File: config.mk
export PLATFORM = sky130hd
export DESIGN_NAME = instr_loader
export DESIGN_NICKNAME = d
export VERILOG_FILES = /design/src/rtl/loader_pkg.sv /design/src/rtl/byte_timeout_timer.sv /design/src/rtl/instr_loader.sv
export SDC_FILE = /design/constraint.sdc
export NUM_CORES = 1
export LEC_CHECK = 0
export CAP_MARGIN = 20
export CORE_ASPECT_RATIO = 0.5
export CORE_MARGIN = 3
export CORE_UTILIZATION = 55
export CTS_BUF_LIST = sky130_fd_sc_hd__clkbuf_8 sky130_fd_sc_hd__clkbuf_16
export DETAILED_ROUTE_END_ITERATION = 6
export PLACE_DENSITY = 0.79
export RECOVER_POWER = 25
export SYNTH_ARGS = -nofsm -noshare
export SYNTH_HDL_FRONTEND = slang
export SYNTH_SLANG_ARGS = --single-unit
File: constraint.sdc
create_clock -name clk -period 3.6 [get_ports clk]
set_input_delay 0.36 -clock clk [delete_from_list [all_inputs] [get_ports clk]]
set_output_delay 0.36 -clock clk [all_outputs]
set_load 0.02 [all_outputs]
File: src/rtl/loader_pkg.sv
// Shared definitions for the byte-serial instruction loader: framing constants,
// 17-bit instruction field positions, legal opcode limit and the loader states.
package loader_pkg;

    localparam logic [7:0] SYNC_BYTE   = 8'hA5;
    localparam int         INSTR_W     = 17;
    localparam int         OPCODE_MSB  = 16;
    localparam int         OPCODE_LSB  = 12;
    localparam logic [4:0] LAST_OPCODE = 5'd21;

    typedef enum logic [2:0] {
        ST_IDLE,
        ST_LEN,
        ST_W0,
        ST_W1,
        ST_W2,
        ST_CSUM
    } load_state_t;

    // A word is legal when the unused high bits of its first byte are zero
    // and its opcode does not exceed LSR.
    function automatic logic word_legal(input logic [6:0]         b0_hi,
                                        input logic [INSTR_W-1:0] word);
        return (b0_hi == 7'd0) && (word[OPCODE_MSB:OPCODE_LSB] <= LAST_OPCODE);
    endfunction

endpackage

File: src/rtl/byte_timeout_timer.sv
// Inter-byte watchdog: reloads to TIMEOUT on clr, counts down while enabled,
// and flags expiry on the TIMEOUT-th consecutive enabled cycle without a clear.
module byte_timeout_timer #(
    parameter int TIMEOUT = 1024
) (
    input  logic clk,
    input  logic rst_n,
    input  logic clr,
    input  logic en,
    output logic expire
);

    localparam int CW = $clog2(TIMEOUT + 1);

    logic [CW-1:0] count_reg;
    logic [CW-1:0] count_next;

    // Reload on clear (clear beats expiry), otherwise count down while enabled.
    always_comb begin
        count_next = count_reg;
        if (clr) begin
            count_next = CW'(TIMEOUT);
        end else if (en && (count_reg != '0)) begin
            count_next = count_reg - CW'(1);
        end
    end

    assign expire = en && !clr && (count_reg == CW'(1));

    // Counter register.
    always_ff @(posedge clk or negedge rst_n) begin
        if (!rst_n) begin
            count_reg <= CW'(TIMEOUT);
        end else begin
            count_reg <= count_next;
        end
    end

endmodule

File: src/rtl/instr_loader.sv
// Framed byte-stream program loader: assembles 17-bit instruction words from
// three bytes each, replaces illegal words with NOP, writes them to instruction
// memory and holds the CPU off while a frame is in progress.
// Optional trailing XOR checksum byte: define INSTR_LOADER_CHECKSUM_EN.
module instr_loader
    import loader_pkg::*;
#(
    parameter int ADDR_W    = 8,
    parameter int BASE_ADDR = 0,
    parameter int TIMEOUT   = 1024
) (
    input  logic               clk,
    input  logic               rst_n,
    input  logic               in_valid,
    input  logic [7:0]         in_data,
    output logic               in_ready,
    output logic               imem_we,
    output logic [ADDR_W-1:0]  imem_addr,
    output logic [INSTR_W-1:0] imem_wdata,
    output logic               cpu_hold,
    output logic               done,
    output logic               err_len,
    output logic               err_opcode,
    output logic               err_csum,
    output logic               err_timeout
);

    localparam logic [ADDR_W-1:0] BASE = ADDR_W'(BASE_ADDR);

    load_state_t        state_reg, state_next;
    logic [7:0]         cnt_reg, cnt_next;
    logic [ADDR_W-1:0]  ptr_reg, ptr_next;
    logic [ADDR_W-1:0]  addr_reg, addr_next;
    logic [INSTR_W-1:0] wdata_reg, wdata_next;
    logic               we_reg, we_next;
    logic               done_reg, done_next;
    logic               hold_reg, hold_next;
    logic [7:0]         b0_reg, b0_next;
    logic [7:0]         b1_reg, b1_next;
    logic               err_len_reg, err_len_next;
    logic               err_opcode_reg, err_opcode_next;
    logic               err_timeout_reg, err_timeout_next;
    logic               in_ready_reg;
`ifdef INSTR_LOADER_CHECKSUM_EN
    logic [7:0]         csum_reg, csum_next;
    logic               err_csum_reg, err_csum_next;
`endif

    logic               accept;
    logic               expire;
    logic [INSTR_W-1:0] word_in;
    logic               word_ok;

    assign accept  = in_valid && in_ready_reg;
    assign word_in = {b0_reg[0], b1_reg, in_data};
    assign word_ok = word_legal(b0_reg[7:1], word_in);

    byte_timeout_timer #(
        .TIMEOUT (TIMEOUT)
    ) u_timer (
        .clk    (clk),
        .rst_n  (rst_n),
        .clr    (accept || (state_reg == ST_IDLE)),
        .en     (state_reg != ST_IDLE),
        .expire (expire)
    );

    // Frame parser: next state, word assembly, write strobe and flags.
    always_comb begin
        state_next       = state_reg;
        cnt_next         = cnt_reg;
        ptr_next         = ptr_reg;
        addr_next        = addr_reg;
        wdata_next       = wdata_reg;
        we_next          = 1'b0;
        done_next        = 1'b0;
        hold_next        = hold_reg;
        b0_next          = b0_reg;
        b1_next          = b1_reg;
        err_len_next     = err_len_reg;
        err_opcode_next  = err_opcode_reg;
        err_timeout_next = err_timeout_reg;
`ifdef INSTR_LOADER_CHECKSUM_EN
        csum_next        = csum_reg;
        err_csum_next    = err_csum_reg;
`endif
        if (expire) begin
            // Expiry is already suppressed in a cycle that accepts a byte.
            err_timeout_next = 1'b1;
            hold_next        = 1'b0;
            state_next       = ST_IDLE;
        end else if (accept) begin
            case (state_reg)
                ST_IDLE: begin
                    if (in_data == SYNC_BYTE) begin
                        state_next       = ST_LEN;
                        hold_next        = 1'b1;
                        ptr_next         = BASE;
                        addr_next        = BASE;
                        err_len_next     = 1'b0;
                        err_opcode_next  = 1'b0;
                        err_timeout_next = 1'b0;
`ifdef INSTR_LOADER_CHECKSUM_EN
                        csum_next        = 8'h00;
                        err_csum_next    = 1'b0;
`endif
                    end
                end
                ST_LEN: begin
                    if (in_data == 8'd0) begin
                        err_len_next = 1'b1;
                        hold_next    = 1'b0;
                        state_next   = ST_IDLE;
                    end else begin
                        cnt_next   = in_data;
                        state_next = ST_W0;
                    end
                end
                ST_W0: begin
                    b0_next    = in_data;
                    state_next = ST_W1;
`ifdef INSTR_LOADER_CHECKSUM_EN
                    csum_next  = csum_reg ^ in_data;
`endif
                end
                ST_W1: begin
                    b1_next    = in_data;
                    state_next = ST_W2;
`ifdef INSTR_LOADER_CHECKSUM_EN
                    csum_next  = csum_reg ^ in_data;
`endif
                end
                ST_W2: begin
                    we_next    = 1'b1;
                    addr_next  = ptr_reg;
                    ptr_next   = ptr_reg + ADDR_W'(1);
                    wdata_next = word_ok ? word_in : '0;
                    if (!word_ok) begin
                        err_opcode_next = 1'b1;
                    end
                    cnt_next = cnt_reg - 8'd1;
`ifdef INSTR_LOADER_CHECKSUM_EN
                    csum_next = csum_reg ^ in_data;
`endif
                    if (cnt_reg == 8'd1) begin
`ifdef INSTR_LOADER_CHECKSUM_EN
                        state_next = ST_CSUM;
`else
                        done_next  = 1'b1;
                        hold_next  = 1'b0;
                        state_next = ST_IDLE;
`endif
                    end else begin
                        state_next = ST_W0;
                    end
                end
                ST_CSUM: begin
`ifdef INSTR_LOADER_CHECKSUM_EN
                    if (in_data != csum_reg) begin
                        err_csum_next = 1'b1;
                    end
                    done_next = 1'b1;
                    hold_next = 1'b0;
`endif
                    state_next = ST_IDLE;
                end
                default: state_next = ST_IDLE;
            endcase
        end
    end

    // State and output registers.
    always_ff @(posedge clk or negedge rst_n) begin
        if (!rst_n) begin
            state_reg       <= ST_IDLE;
            cnt_reg         <= 8'd0;
            ptr_reg         <= BASE;
            addr_reg        <= BASE;
            wdata_reg       <= '0;
            we_reg          <= 1'b0;
            done_reg        <= 1'b0;
            hold_reg        <= 1'b0;
            b0_reg          <= 8'd0;
            b1_reg          <= 8'd0;
            err_len_reg     <= 1'b0;
            err_opcode_reg  <= 1'b0;
            err_timeout_reg <= 1'b0;
            in_ready_reg    <= 1'b0;
`ifdef INSTR_LOADER_CHECKSUM_EN
            csum_reg        <= 8'h00;
            err_csum_reg    <= 1'b0;
`endif
        end else begin
            state_reg       <= state_next;
            cnt_reg         <= cnt_next;
            ptr_reg         <= ptr_next;
            addr_reg        <= addr_next;
            wdata_reg       <= wdata_next;
            we_reg          <= we_next;
            done_reg        <= done_next;
            hold_reg        <= hold_next;
            b0_reg          <= b0_next;
            b1_reg          <= b1_next;
            err_len_reg     <= err_len_next;
            err_opcode_reg  <= err_opcode_next;
            err_timeout_reg <= err_timeout_next;
            in_ready_reg    <= 1'b1;
`ifdef INSTR_LOADER_CHECKSUM_EN
            csum_reg        <= csum_next;
            err_csum_reg    <= err_csum_next;
`endif
        end
    end

    assign in_ready    = in_ready_reg;
    assign imem_we     = we_reg;
    assign imem_addr   = addr_reg;
    assign imem_wdata  = wdata_reg;
    assign cpu_hold    = hold_reg;
    assign done        = done_reg;
    assign err_len     = err_len_reg;
    assign err_opcode  = err_opcode_reg;
    assign err_timeout = err_timeout_reg;
`ifdef INSTR_LOADER_CHECKSUM_EN
    assign err_csum    = err_csum_reg;
`else
    assign err_csum    = 1'b0;
`endif

endmodule
* Word-level counts from Yosys, hierarchy flattened *
Index checks and enable logic that the tools add are counted.

storage, ports and cells
  register bits after elaboration = 78
  input bits = 11
  output and inout port bits = 33

cells by class
  $add $sub $neg = 3
  order comparisons = 1
  eq/ne operators = 14
  muxes and demuxes = 35
  bitwise gates (word level) = 1
  reductions and logical operators = 30

operators by type and width
  kind                     number
  $pmux W8 S2              3
  $mux W11                 2
  $mux W1                  18
  $mux W17                 1
  $mux W8                  2
  $pmux W3 S5              1
  $reduce_and A5 Y1        3
  $reduce_bool A2 Y1       7
  $reduce_and A3 Y1        4
  $eq A11 B1 Y1 const B    1
  $reduce_bool A11 Y1      1
  $sub A11 B1 Y11 const B  1
  $mux W3                  3
  $add A8 B1 Y8 const B    1
  $eq A8 B1 Y1 const B     1
  $eq A8 B8 Y1 const B     1
  $logic_not A8 Y1         1
  $reduce_and A4 Y1        2
  $sub A8 B1 Y8 const B    1
  $logic_not A7 Y1         1
  $eq A3 B2 Y1 const B     2
  $ne A2 B2 Y1 const B     3
  $ne A3 B3 Y1 const B     2
  $le A5 B5 Y1 const B     1
  other kinds (15)         21

* Longest topological paths before layout *
  depth in word-level cells = 7
  mapped depth = 7
  depth with buffers taken out = 6

* By module *
From an unflattened synthesis, not the netlist that was laid out.

unflattened totals
  cell total of the unflattened synthesis = 336
  area, all modules = 3697.3 µm²

by module, submodules not included
  module              instances  cells each  area an instance (µm²)  sequential area each (µm²)
  instr_loader        1          269         3044.2                  1676.6
  byte_timeout_timer  1          67          653.1                   276.5

* Worst setup path after synthesis *
OpenSTA, ideal clock, no wires.

  path type = register to register
  from = register u_timer.count_reg[0]
  to = register u_timer.count_reg[8]
  setup time = 132 ps
  arrival time = 1762 ps
  setup slack = 1706 ps
  stages on the path, launching flop included = 7
  path through = dfrtp_1 inv_1 ha_1 or3b_1 or4b_1 mux2i_1 nor2_1

on the way
  longest elaborated chain between the ends = 3

RTL lines
  item                                                           line                                                text
  from (decl)                                                    byte_timeout_timer.sv:15                            logic [CW-1:0] count_reg;
  from (signal assigned)                                         byte_timeout_timer.sv:33                            count_reg <= CW'(TIMEOUT);
  from (signal assigned)                                         byte_timeout_timer.sv:35                            count_reg <= count_next;
  $sub A11 B1 Y11 / $reduce_bool A11 Y1 (equally long branches)  byte_timeout_timer.sv:24, byte_timeout_timer.sv:23
  $mux W11 / $logic_and A1 B1 Y1 (equally long branches)         byte_timeout_timer.sv:23                            end else if (en && (count_reg != '0)) begin
  $mux W11 / $reduce_bool A2 Y1 (equally long branches)          -

Parallel ways exist; a longest one is shown, timed or not. The select of a mux whose other input is x is not followed.
A chain may end at the register's enable or synchronous reset.

* Worst setup path after layout *
  from = register state_reg[2]
  to = register cnt_reg[6]

on the way
  longest elaborated chain between the ends = 7

RTL lines
  item                                line                      text
  from (decl)                         instr_loader.sv:30        load_state_t state_reg, state_next;
  from (signal assigned)              instr_loader.sv:194       state_reg <= state_next;
  $logic_not A3 Y1                    instr_loader.sv:63        .clr (accept || (state_reg == ST_IDLE)),
  $logic_or A1 B1 Y1                  instr_loader.sv:63
  $logic_not A1 Y1                    byte_timeout_timer.sv:28  assign expire = en && !clr && (count_reg == CW'(1));
  $logic_and A1 B1 Y1 (2 in series)   byte_timeout_timer.sv:28
  $not A1 Y1 (no source line)         -
  $reduce_and A4 Y1 (no source line)  -
  to (signal assigned)                instr_loader.sv:195       cnt_reg <= cnt_next;
  to (decl)                           instr_loader.sv:31        logic [7:0] cnt_reg, cnt_next;

Parallel ways exist; a longest one is shown, timed or not.

==> summary.log <==
qor: outcome.run_status finished with violations
qor: outcome.failing_checks capacitance limit, slew limit
qor: clock_tree.cts-hold-fix-buffers 0
qor: logic_synthesis.synth-adder-area-share 0.0204
qor: placed_design.place.detailed.instances 444
qor: logic_synthesis.post_synth_and_or_nand_nor_area_fraction 0.178
qor: timing.worstMarginPinSlew 1.85 ns
qor: worst_setup_path.path_cells nor3b_4 -> nand2_1 -> buf_4 -> o311ai_0 -> o21ai_0
qor: worst_setup_path.crit_required 3.77 ns
qor: logic_synthesis.synthTopCellsByArea sky130_fd_sc_hd__dfrtp_1 52%, sky130_fd_sc_hd__a22o_1 6.4%, sky130_fd_sc_hd__mux2_2 4.6%
qor: global_route.first_global_vias 2,872
qor: logic_synthesis.mapped_nets 345
qor: global_route.grt_start_max_net_pins 79
qor: worst_setup_path.worstPathBufferInverterCount 1
qor: logic_synthesis.post_synth_inst_count 328
qor: clock_tree.clk_latency 0.34 ns
qor: cells_and_area.share_of_cells_above_drive_strength_1 0.132
qor: worst_setup_path.arrival_time_at_the_worst_endpoint 2.84 ns
qor: global_route.grt.total_usage 0.245
qor: floorplanning.initial_core_utilization 0.588
qor: worst_setup_path.worstSetupPathType reg2reg
qor: power_and_ir_drop.seqPwrFrac 0.452
qor: run.cap_violations 1
qor: timing.slew_headroom -0.235
qor: clock_tree.tritoncts yes
qor: logic_synthesis.post_synth_xor_area_fraction 0.00952
qor: route.drt-pass1-iter-count 5
qor: cells_and_area.antenna_cells_inserted 0
qor: power_and_ir_drop.power.switching 0.394 mW
qor: placed_design.gpl.final_weighted_congestion 0.966
qor: floorplanning.die_w 122 um
qor: logic_synthesis.synth.mux.area_fraction 0.0517
qor: floorplanning.die_height 63.8 um
qor: worst_setup_path.critPathMaxStageDelay 0.59 ns
qor: logic_synthesis.synth_largest_area_cell sky130_fd_sc_hd__dfrtp_1
qor: route.avgRoutedWirePerCell 18.8 um
qor: power_and_ir_drop.clock_network_power_share 0.508
qor: clock_tree.clock_transition_at_the_registers_of_the_reported_paths 0.05 ns
qor: power_and_ir_drop.power.share.switching 0.201
qor: timing.final_period_minus_worst_setup_slack 2.67 ns
qor: power_and_ir_drop.ir_drop 436 uV
qor: route.drc 0
qor: logic_synthesis.yosysTopAreaCellShare 0.524
qor: cells_and_area.flow.area_growth_from_synthesis 21.4%
qor: hold_path.holdCritPathClass reg2reg
qor: timing.fin_worst_skew 0.00438 ns
qor: logic_synthesis.synth-async-reset-ratio 1.00
qor: logic_synthesis.syn-mean-instance-area 11.2 sq um
qor: timing.count_of_final_max_slew_check_failures 79
qor: clock_tree.max-clock-path-buffers 2
qor: clock_tree.cts_max_level 3
qor: floorplanning.number_of_ports_placed_on_the_die_boundary 44
qor: power_and_ir_drop.powerDensity 439 mW/mm^2
qor: timing.clock.fmax 375 MHz
qor: route.drt.antenna.violating_nets 0
qor: timing.unrepaired_setup_endpoints_after_global_routing false
qor: timing.setup_violations_final 0
qor: logic_synthesis.netlist_area 0.00368 sq mm
qor: logic_synthesis.yosys_most_used_dff sky130_fd_sc_hd__dfrtp_1
qor: logic_synthesis.ys_seq_area_frac 0.531
qor: clock_tree.cts.repair.resized 0
qor: floorplanning.coreArea 0.00626 sq mm
qor: worst_setup_path.cp_top_family simple AND/OR/NAND/NOR gates
qor: cells_and_area.nFillCells 450
qor: global_route.global_route.overflow_total 0
qor: logic_synthesis.synth-edff-count 0
qor: placed_design.place_hpwl 5860 um
qor: timing.fin_ws 0.931 ns
qor: cells_and_area.layout.cells.most_common sky130_fd_sc_hd__dfrtp_1
qor: power_and_ir_drop.p_leak 2.01 nW
qor: clock_tree.ctsRootBufferMaster sky130_fd_sc_hd__clkbuf_16
qor: power_and_ir_drop.total_power 1.96 mW
qor: worst_setup_path.critical-path-slowest-cell sky130_fd_sc_hd__dfrtp_1
qor: logic_synthesis.postSynthRegisterBits 78
qor: placed_design.dp_slack 0.948 ns
qor: floorplanning.die_area 0.00777 sq mm
qor: power_and_ir_drop.power.share.combinational 0.039
qor: floorplanning.std_cell_rows 20
qor: logic_synthesis.yosysWarningCount 0
qor: cells_and_area.final_cell_mix 77 x sky130_fd_sc_hd__dfrtp_1, 41 x sky130_fd_sc_hd__clkdlybuf4s50_1, 27 x sky130_fd_sc_hd__a22o_1
qor: clock_tree.postCtsSetupBuffers 0
qor: timing.finalCritPeriodShare 0.741
qor: cells_and_area.largest_register_ff_count 17
qor: cells_and_area.layout.cell_area.non_filler 0.00447 sq mm
qor: route.drt-total-wl 8660 um
qor: clock_tree.clock-sinks 78
qor: global_route.grt_antenna_before_repair 0
qor: timing.final-hold-violation-count 0
qor: worst_setup_path.cp_max_fo 15
qor: route.vias 2,885
qor: cells_and_area.final_net_count 384
qor: logic_synthesis.dominant_combinational_cell_family_by_area_after_synthesis simple AND/OR/NAND/NOR gates
qor: clock_tree.cts-buffers-inserted 9
qor: logic_synthesis.synth_compound_area_frac 0.176
qor: placed_design.io_buffer_count 42
qor: power_and_ir_drop.p_int 1.57 mW
qor: worst_setup_path.cp-end-kind flip-flop
qor: timing.finalSetupTns 0 ns
qor: route.avgViaCountPerCell 6.27
qor: placed_design.postPlaceCellArea 0.00413 sq mm
qor: cells_and_area.final_cells 460
qor: route.first_iter_violations 273
qor: logic_synthesis.synthDistinctLibCells 61
qor: worst_setup_path.start_kind flip-flop
qor: global_route.first_pass_grt_wire_length 14,500 um
power by group through the flow:
stage          Sequential [mW]  Combinational (mW)  Clock, mW
6_report                 0.887              0.0772      0.997
5_1_grt                  0.887              0.0859       1.06
4_1_cts                  0.887              0.0778       1.02
3_5_place_dp             0.902              0.0769          0
3_3_place_gp             0.902              0.0747          0
2_1_floorplan            0.903              0.0325          0
logic make-up (layout without fill, tap and decap cells):
group                      Yosys count  in the layout
xor gates and xnor gates             4              4
and+or+nand+nor                    108            108
buffers and inverters               23             67
other                                2              2
adders and majority gates            6              6
AOI/OAI and AO/OA                   90             90
muxes                               17             17
DFF                                 78             78
layer usage:
layer / share of wire / track usage / up-vias
met4: 0.024 / 0.101 / 0
met5: 0 / 0 / -
met1: 0.44 / 0.321 / 1442
met2: 0.47 / 0.375 / 113
met3: 0.065 / 0.0831 / 24
li1: - / - / 1306
worst register-to-register path, delay by kind of cell (launching register included):
kind | cells | cell delay (ns)
simple gates | 2 | 0.88
compound gates | 2 | 0.69
flops | 1 | 0.59
buf+inv | 1 | 0.34
cells in the mapped netlist, types with 5 or more instances:
| library cell | instances |
|---|---|
| sky130_fd_sc_hd__dfrtp_1 | 77 |
| sky130_fd_sc_hd__a22o_1 | 27 |
| sky130_fd_sc_hd__nor2_1 | 20 |
| sky130_fd_sc_hd__nand2_1 | 17 |
| sky130_fd_sc_hd__a21oi_1 | 16 |
| sky130_fd_sc_hd__o21ai_0 | 16 |
| sky130_fd_sc_hd__mux2_2 | 15 |
| sky130_fd_sc_hd__nand3_1 | 11 |
| sky130_fd_sc_hd__nor3_1 | 8 |
| sky130_fd_sc_hd__clkbuf_1 | 7 |
| sky130_fd_sc_hd__inv_1 | 7 |
| sky130_fd_sc_hd__or4_1 | 7 |
| sky130_fd_sc_hd__ha_1 | 6 |
| sky130_fd_sc_hd__o31ai_1 | 6 |
| sky130_fd_sc_hd__or3_1 | 6 |
| sky130_fd_sc_hd__and4_1 | 5 |
| sky130_fd_sc_hd__buf_2 | 5 |
| sky130_fd_sc_hd__o22ai_1 | 5 |
cell type report:
cell class	count	area, sq um	share of cell area
sequential	78	1950	0.437
clock buffer	12	267	0.0597
timing repair buffer	44	430	0.0964
multi-input combinational	227	1610	0.361
inverter	7	26.3	0.00588
clock inverter	4	68.8	0.0154
tap	88	110	0.0246
metrics by stage:
step,hold WS (ns),utilization
after global placement,0.478,0.661
after detailed placement,0.486,0.661
final,0.484,0.714
after global routing,0.519,0.714
after CTS,0.198,0.714
after floorplan,0.0644,-
path summary, 6_finish.rpt:
path	from	to	slack, ns	cells past startpoint
setup reg to reg	state_reg[2]	cnt_reg[6]	0.93	5
hold reg to reg	err_timeout	err_timeout	0.48	2
min in group asynchronous	rst_n	imem_addr[3]	0.52	1
max in group asynchronous	rst_n	imem_wdata[13]	1.99	1
hold / removal	err_timeout	err_timeout	0.48	2
setup / recovery	state_reg[2]	cnt_reg[6]	0.93	5
Note: power is estimated with default switching activity, not from simulation.
